## src/rtl/phase_pkg.sv

```systemverilog
// rtl/phase_pkg.sv - phase encodings and sizing shared by the phase sequencer
package phase_pkg;

    localparam int CNT_W    = 6;
    localparam int MIN_LOAD = 1;

    typedef enum logic [1:0] {
        PH_GREEN = 2'b00,
        PH_AMBER = 2'b01,
        PH_RED   = 2'b10,
        PH_EMERG = 2'b11
    } phase_t;

    // Normal cycle order; EMERG never appears here, it is entered and left explicitly.
    function automatic phase_t next_phase(input phase_t p);
        case (p)
            PH_GREEN: next_phase = PH_AMBER;
            PH_AMBER: next_phase = PH_RED;
            default:  next_phase = PH_GREEN;
        endcase
    endfunction

endpackage

```

## src/rtl/phase_down_counter.sv

```systemverilog
// rtl/phase_down_counter.sv - loadable down-counter with tick enable and expire flag
//
// Ports:
//   clk, rst_n  clock, asynchronous active-low reset (count clears to 0)
//   load        load count with max(load_val, FLOOR); wins over tick_en
//   load_val    requested duration in ticks
//   tick_en     decrement strobe
//   count       remaining ticks
//   expire      tick_en arriving while count==1 (count holds at 1)
module phase_down_counter #(
    parameter int W     = 6,
    parameter int FLOOR = 1
) (
    input  logic         clk,
    input  logic         rst_n,
    input  logic         load,
    input  logic [W-1:0] load_val,
    input  logic         tick_en,
    output logic [W-1:0] count,
    output logic         expire
);

    logic [W-1:0] count_q;
    logic [W-1:0] count_d;

    always_comb begin
        count_d = count_q;
        if (load) begin
            count_d = (load_val < W'(FLOOR)) ? W'(FLOOR) : load_val;
        end else if (tick_en && (count_q > W'(1))) begin
            count_d = count_q - W'(1);
        end
    end

    always_ff @(posedge clk or negedge rst_n) begin
        if (!rst_n) begin
            count_q <= '0;
        end else begin
            count_q <= count_d;
        end
    end

    // Expiry leaves the count at 1; the next phase's load replaces it.
    assign expire = tick_en && !load && (count_q == W'(1));
    assign count  = count_q;

endmodule

```

## src/rtl/phase_sequencer.sv

```systemverilog
// rtl/phase_sequencer.sv - intersection phase FSM with request latches and phase counter
//
// Ports:
//   clk, rst_n  clock, asynchronous active-low reset
//   tick        1-cycle strobe, one per second
//   ped_req     pedestrian request (level or pulse)
//   emerg       emergency override level
//   preset      duration from gen_preset for the current state/specific
//   pulse       1-cycle load strobe to gen_preset
//   state       current phase (GREEN=00 AMBER=01 RED=10 EMERG=11)
//   specific    latched pedestrian flag fed to gen_preset
//   count       remaining ticks in the current phase
//   phase_done  1-cycle strobe on every phase change
module phase_sequencer
    import phase_pkg::*;
#(
    parameter int CNT_W    = phase_pkg::CNT_W,
    parameter int MIN_LOAD = phase_pkg::MIN_LOAD
) (
    input  logic             clk,
    input  logic             rst_n,
    input  logic             tick,
    input  logic             ped_req,
    input  logic             emerg,
    input  logic [CNT_W-1:0] preset,
    output logic             pulse,
    output logic [1:0]       state,
    output logic             specific,
    output logic [CNT_W-1:0] count,
    output logic             phase_done
);

    phase_t state_q, state_d;
    logic   spec_q, spec_d;
    logic   pend_q, pend_d;      // pedestrian request waiting for the next GREEN
    logic   pulse_q, pulse_d;
    logic   done_q, done_d;
    logic   lpend_q;             // first LOAD after reset still owed
    logic   enter, reload;
    logic   tick_en, expire;
    logic [CNT_W-1:0] count_w;

    // Ticks are dropped while a load is owed or in progress.
    assign tick_en = tick && !pulse_q && !lpend_q;

    phase_down_counter #(
        .W     (CNT_W),
        .FLOOR (MIN_LOAD)
    ) u_cnt (
        .clk      (clk),
        .rst_n    (rst_n),
        .load     (pulse_q),
        .load_val (preset),
        .tick_en  (tick_en),
        .count    (count_w),
        .expire   (expire)
    );

    always_comb begin
        state_d = state_q;
        spec_d  = spec_q;
        pend_d  = pend_q;
        enter   = 1'b0;
        reload  = 1'b0;

        if (emerg && (state_q != PH_EMERG)) begin
            state_d = PH_EMERG;
            enter   = 1'b1;
        end else if (expire) begin
            if (state_q == PH_EMERG) begin
                if (emerg) begin
                    reload = 1'b1;
                end else begin
                    state_d = PH_RED;
                    enter   = 1'b1;
                end
            end else begin
                state_d = next_phase(state_q);
                enter   = 1'b1;
            end
        end

        // GREEN/AMBER requests extend this cycle's RED; later ones wait for the next GREEN.
        if (ped_req) begin
            if ((state_q == PH_GREEN) || (state_q == PH_AMBER)) begin
                spec_d = 1'b1;
            end else begin
                pend_d = 1'b1;
            end
        end

        if (enter && (state_q == PH_RED)) begin
            if (state_d == PH_GREEN) begin
                spec_d = pend_d;
                pend_d = 1'b0;
            end else begin
                spec_d = 1'b0;
            end
        end

        // Leaving EMERG forces a plain RED; an unserved flag carries to the next GREEN.
        if (enter && (state_q == PH_EMERG)) begin
            pend_d = pend_d || spec_q;
            spec_d = 1'b0;
        end

        done_d  = enter;
        pulse_d = enter || reload || lpend_q;
    end

    always_ff @(posedge clk or negedge rst_n) begin
        if (!rst_n) begin
            state_q <= PH_RED;
            spec_q  <= 1'b0;
            pend_q  <= 1'b0;
            pulse_q <= 1'b0;
            done_q  <= 1'b0;
            lpend_q <= 1'b1;
        end else begin
            state_q <= state_d;
            spec_q  <= spec_d;
            pend_q  <= pend_d;
            pulse_q <= pulse_d;
            done_q  <= done_d;
            lpend_q <= 1'b0;
        end
    end

    assign pulse      = pulse_q;
    assign state      = state_q;
    assign specific   = spec_q;
    assign count      = count_w;
    assign phase_done = done_q;

    a_count_nonzero: assert property (@(posedge clk) disable iff (!rst_n)
        (lpend_q || pulse_q || (count_w != '0)));

endmodule

```

## config.mk

```make
export PLATFORM = sky130hd
export DESIGN_NAME = phase_sequencer
export DESIGN_NICKNAME = d
export VERILOG_FILES = /design/src/rtl/phase_pkg.sv /design/src/rtl/phase_down_counter.sv /design/src/rtl/phase_sequencer.sv
export SDC_FILE = /design/constraint.sdc
export NUM_CORES = 1
export LEC_CHECK = 0
export ABC_CLOCK_PERIOD_IN_PS = 5330
export BUFFER_PORTS_ARGS = -buffer_cell sky130_fd_sc_hd__buf_4
export CORE_AREA = 2 2 49 51
export DETAILED_ROUTE_END_ITERATION = 6
export DIE_AREA = 0 0 51 53
export GPL_ROUTABILITY_DRIVEN = 0
export SLEW_MARGIN = 5
export SYNTH_ARGS = -nofsm -noshare
export SYNTH_HDL_FRONTEND = slang
export SYNTH_SLANG_ARGS = --single-unit
```

## constraint.sdc

```tcl
create_clock -name clk -period 5.33 [get_ports clk]
set_clock_uncertainty 0.05 [all_clocks]
set_input_delay 0.533 -clock clk [delete_from_list [all_inputs] [get_ports clk]]
set_output_delay 0.533 -clock clk [all_outputs]
set_load 0.02 [all_outputs]
```

==> qor.txt <==
Status - finished clean
Clock Power Share - 24.4%
Main area contributors after synthesis - dfrtp_1 38%, dfstp_2 7.2%, o21ai_0 6.2%, nand4bb_4 3.8%, nand2_1 3.6%
Yosys top cell by area - dfrtp_1
Max Fclk - 518.9 MHz
Yosys reg bits - 13
First-pass GRT wire length - 2380 um
Switching Share - 30.58%
Worst setup SP type - flip-flop
CTS buffer count - 3
Largest net degree at the start of global routing - 15
Path type of the worst setup path - reg2reg
Peak supply drop - 0.0001469 V
WL/cell - 11.61 um
Reg2reg start - u_cnt.count[4]
Ys Warns - 0
Setup_tns - 0 ns
Switching pwr - 0.07311 mW
Post-route DRC - 0
Synth Instances - 72
Synth Net Count - 85
RSZ-0062 raised after global routing - no
Cts hold-fix bufs - 0
Initial core utilization - 34.01%
Sequential share of the synthesized area - 44.86%
Crit Path Max Fanout - 5
Full die area - 2703 um2
Vias in the first global route - 511
Final antenna-violating net count - 0
Comb power frac - 26.2%
Data required, critical path - 5.47 ns
Fin nets - 109
Synth Cell Area - 730.7 um2
DPL Wire Length - 1132 um
I/O pin count - 22
Hold Violations, Final - 0
Yosys cell types - 30
CP arrival - 2.07 ns
Initial antenna violation count - 0
Worst-path clk slew - 0.07 ns
Final Cycle Share - 36.16%
Die Wd - 51 um
Place WS - 3.407 ns
Vias - 579
Post_cts resized - 0
Setup Fix Bufs, Post-CTS - 0
Sequential share of power - 49.4%
PnR worst setup slack - 3.403 ns
Worst Setup EP - u_cnt.count[1]
Die Ht - 53 um
Total internal power - 0.1660 mW
WL final - 1428 um
# rows - 17
MaxCap Viol Count - 0
CTS tree - done
Vias per std cell - 4.707
Layout cell share with drive strength beyond 1 - 33.68%
FF-to-FF End - u_cnt.count[1]
Clock tree buffer depth - 2
Final instance area - 934.6 um2
Top-area cell type share of the netlist area - 37.67%
H-tree depth - 1
All-Layer GR Usage - 12.29%
Setup crit start - u_cnt.count[4]
Final period demand of the worst path - 1.927 ns
Leakage power - 0.4279 nW
IO buf count - 21
Area post-placement - 908.4 um2
Hold Crit Class - in2async
# setup viols final - 0
Hold slack - 0.04183 ns
Pwr dens - 255.8 nW/um2
Nature of the critical path endpoint - flip-flop
Initial drt markers - 5
Worst R2R Setup Slack - 3.40 ns
Syn Area/Cell - 10.15 um2
Sink Count - 13
Worst reg2reg path depth - 4
Core area - 2148 um2
Grt ovf - 0
Slew Viols, Final - 0
Synthesis-to-layout area growth - 27.91%
Root buffer cell - clkbuf_4
# diodes - 0
Clock latency on the worst-skew pair - 0.27 ns
Initial DRT Pass Iterations - 4
[kinds of logic after synthesis]
group	count (synthesis)	synth area share [%]
AO/OA/AOI/OAI	17	16.95
other	1	0.5132
adder cells (fa/ha/maj)	2	3.424
multiplexers	2	2.911
flip-flops	13	44.86
XOR/XNOR	5	5.994
buffers and inverters	7	4.623
AND/OR/NAND/NOR	25	20.72
[power by group through the flow]
stage	clock network (mW)	registers, mW	logic, mW
6_report	0.0583	0.118	0.0627
5_1_grt	0.0685	0.120	0.0701
4_1_cts	0.0637	0.118	0.0638
3_5_place_dp	0	0.120	0.0637
3_3_place_gp	0	0.119	0.0642
2_1_floorplan	0	0.128	0.0286
[worst max-delay path: stages, from the launching register on]
cell     delay, ns
dfrtp_1       0.42
or4_4         0.58
o21ai_0       0.30
mux2_2        0.37
o21ai_0       0.13
[Yosys cell counts]
master and count:
xor2_1 3, nand3b_1 1, o221ai_1 1, or4_4 1, nor4b_1 1, nand3_1 2
nor3_1 2, nand2_1 7, and2b_1 1, o21ai_0 9, buf_6 1, a21oi_1 1
mux2i_1 1, o31a_1 1, ha_1 2, o31ai_4 1, nor2_1 6, a211o_2 2
mux2_2 1, nand2b_1 1, nand4bb_4 1, conb_1 1, clkbuf_1 1, dfrtp_1 11
dfstp_2 2, or4_1 1, o211ai_1 2, xnor2_1 2, nand4_1 1, inv_1 5
[layer usage]
metal  track usage, %  part of all wire, %  vias up
met2            17.32                   43       20
met4            6.757                    0        0
met5                0                    0        -
met3            3.390                  8.5        0
met1            16.84                   48      258
li1                 -                    -      301
[metrics by stage]
stage | utilization (%) | instances | power (mW)
floorplan | - | 72 | 0.1561
global placement | 42.28 | 119 | 0.1837
detailed placement | 42.28 | 119 | 0.1837
CTS | 43.51 | 123 | 0.2457
global route | 43.51 | 123 | 0.2586
finish | 43.51 | 123 | 0.2391
[cell type report]
type / instances / area [um2]
Sequential cell: 13 / 327.8
Fill cell: 223 / 1214
Tap cell: 28 / 35.03
Inverter: 5 / 18.77
Timing Repair Buffer: 21 / 157.7
Clock buffer: 4 / 26.28
Multi-Input combinational cell: 52 / 369.1
[state kept, by name, indices dropped and copies added, names as in the netlist]
name         cells
phase_done       1
state            2
pulse            1
specific         1
lpend_q          1
pend_q           1
u_cnt.count      6
[layout by cell type, fill, tap and decap left out, types with 2 or more instances in the layout]
master	netlist	final
clkbuf_4	0	3
nor3_1	2	2
nor2_1	6	6
dfrtp_1	11	11
a211o_2	2	2
buf_4	0	21
xnor2_1	2	2
o21ai_0	9	9
ha_1	2	2
nand3_1	2	2
dfstp_2	2	2
inv_1	5	5
o211ai_1	2	2
nand2_1	7	7
xor2_1	3	3
[how the worst min path moves through the flow]
stage	startpoint	to	slack [ns]	cells after the start
after floorplan	rst_n	pend_q	0.19	0
after global placement	rst_n	specific	0.34	1
after detailed placement	rst_n	specific	0.34	1
after CTS	rst_n	state[0]	0.04	1
after global routing	rst_n	state[0]	0.03	1
final	rst_n	specific	0.04	1
No activity file was read; power rests on OpenSTA's default activity.
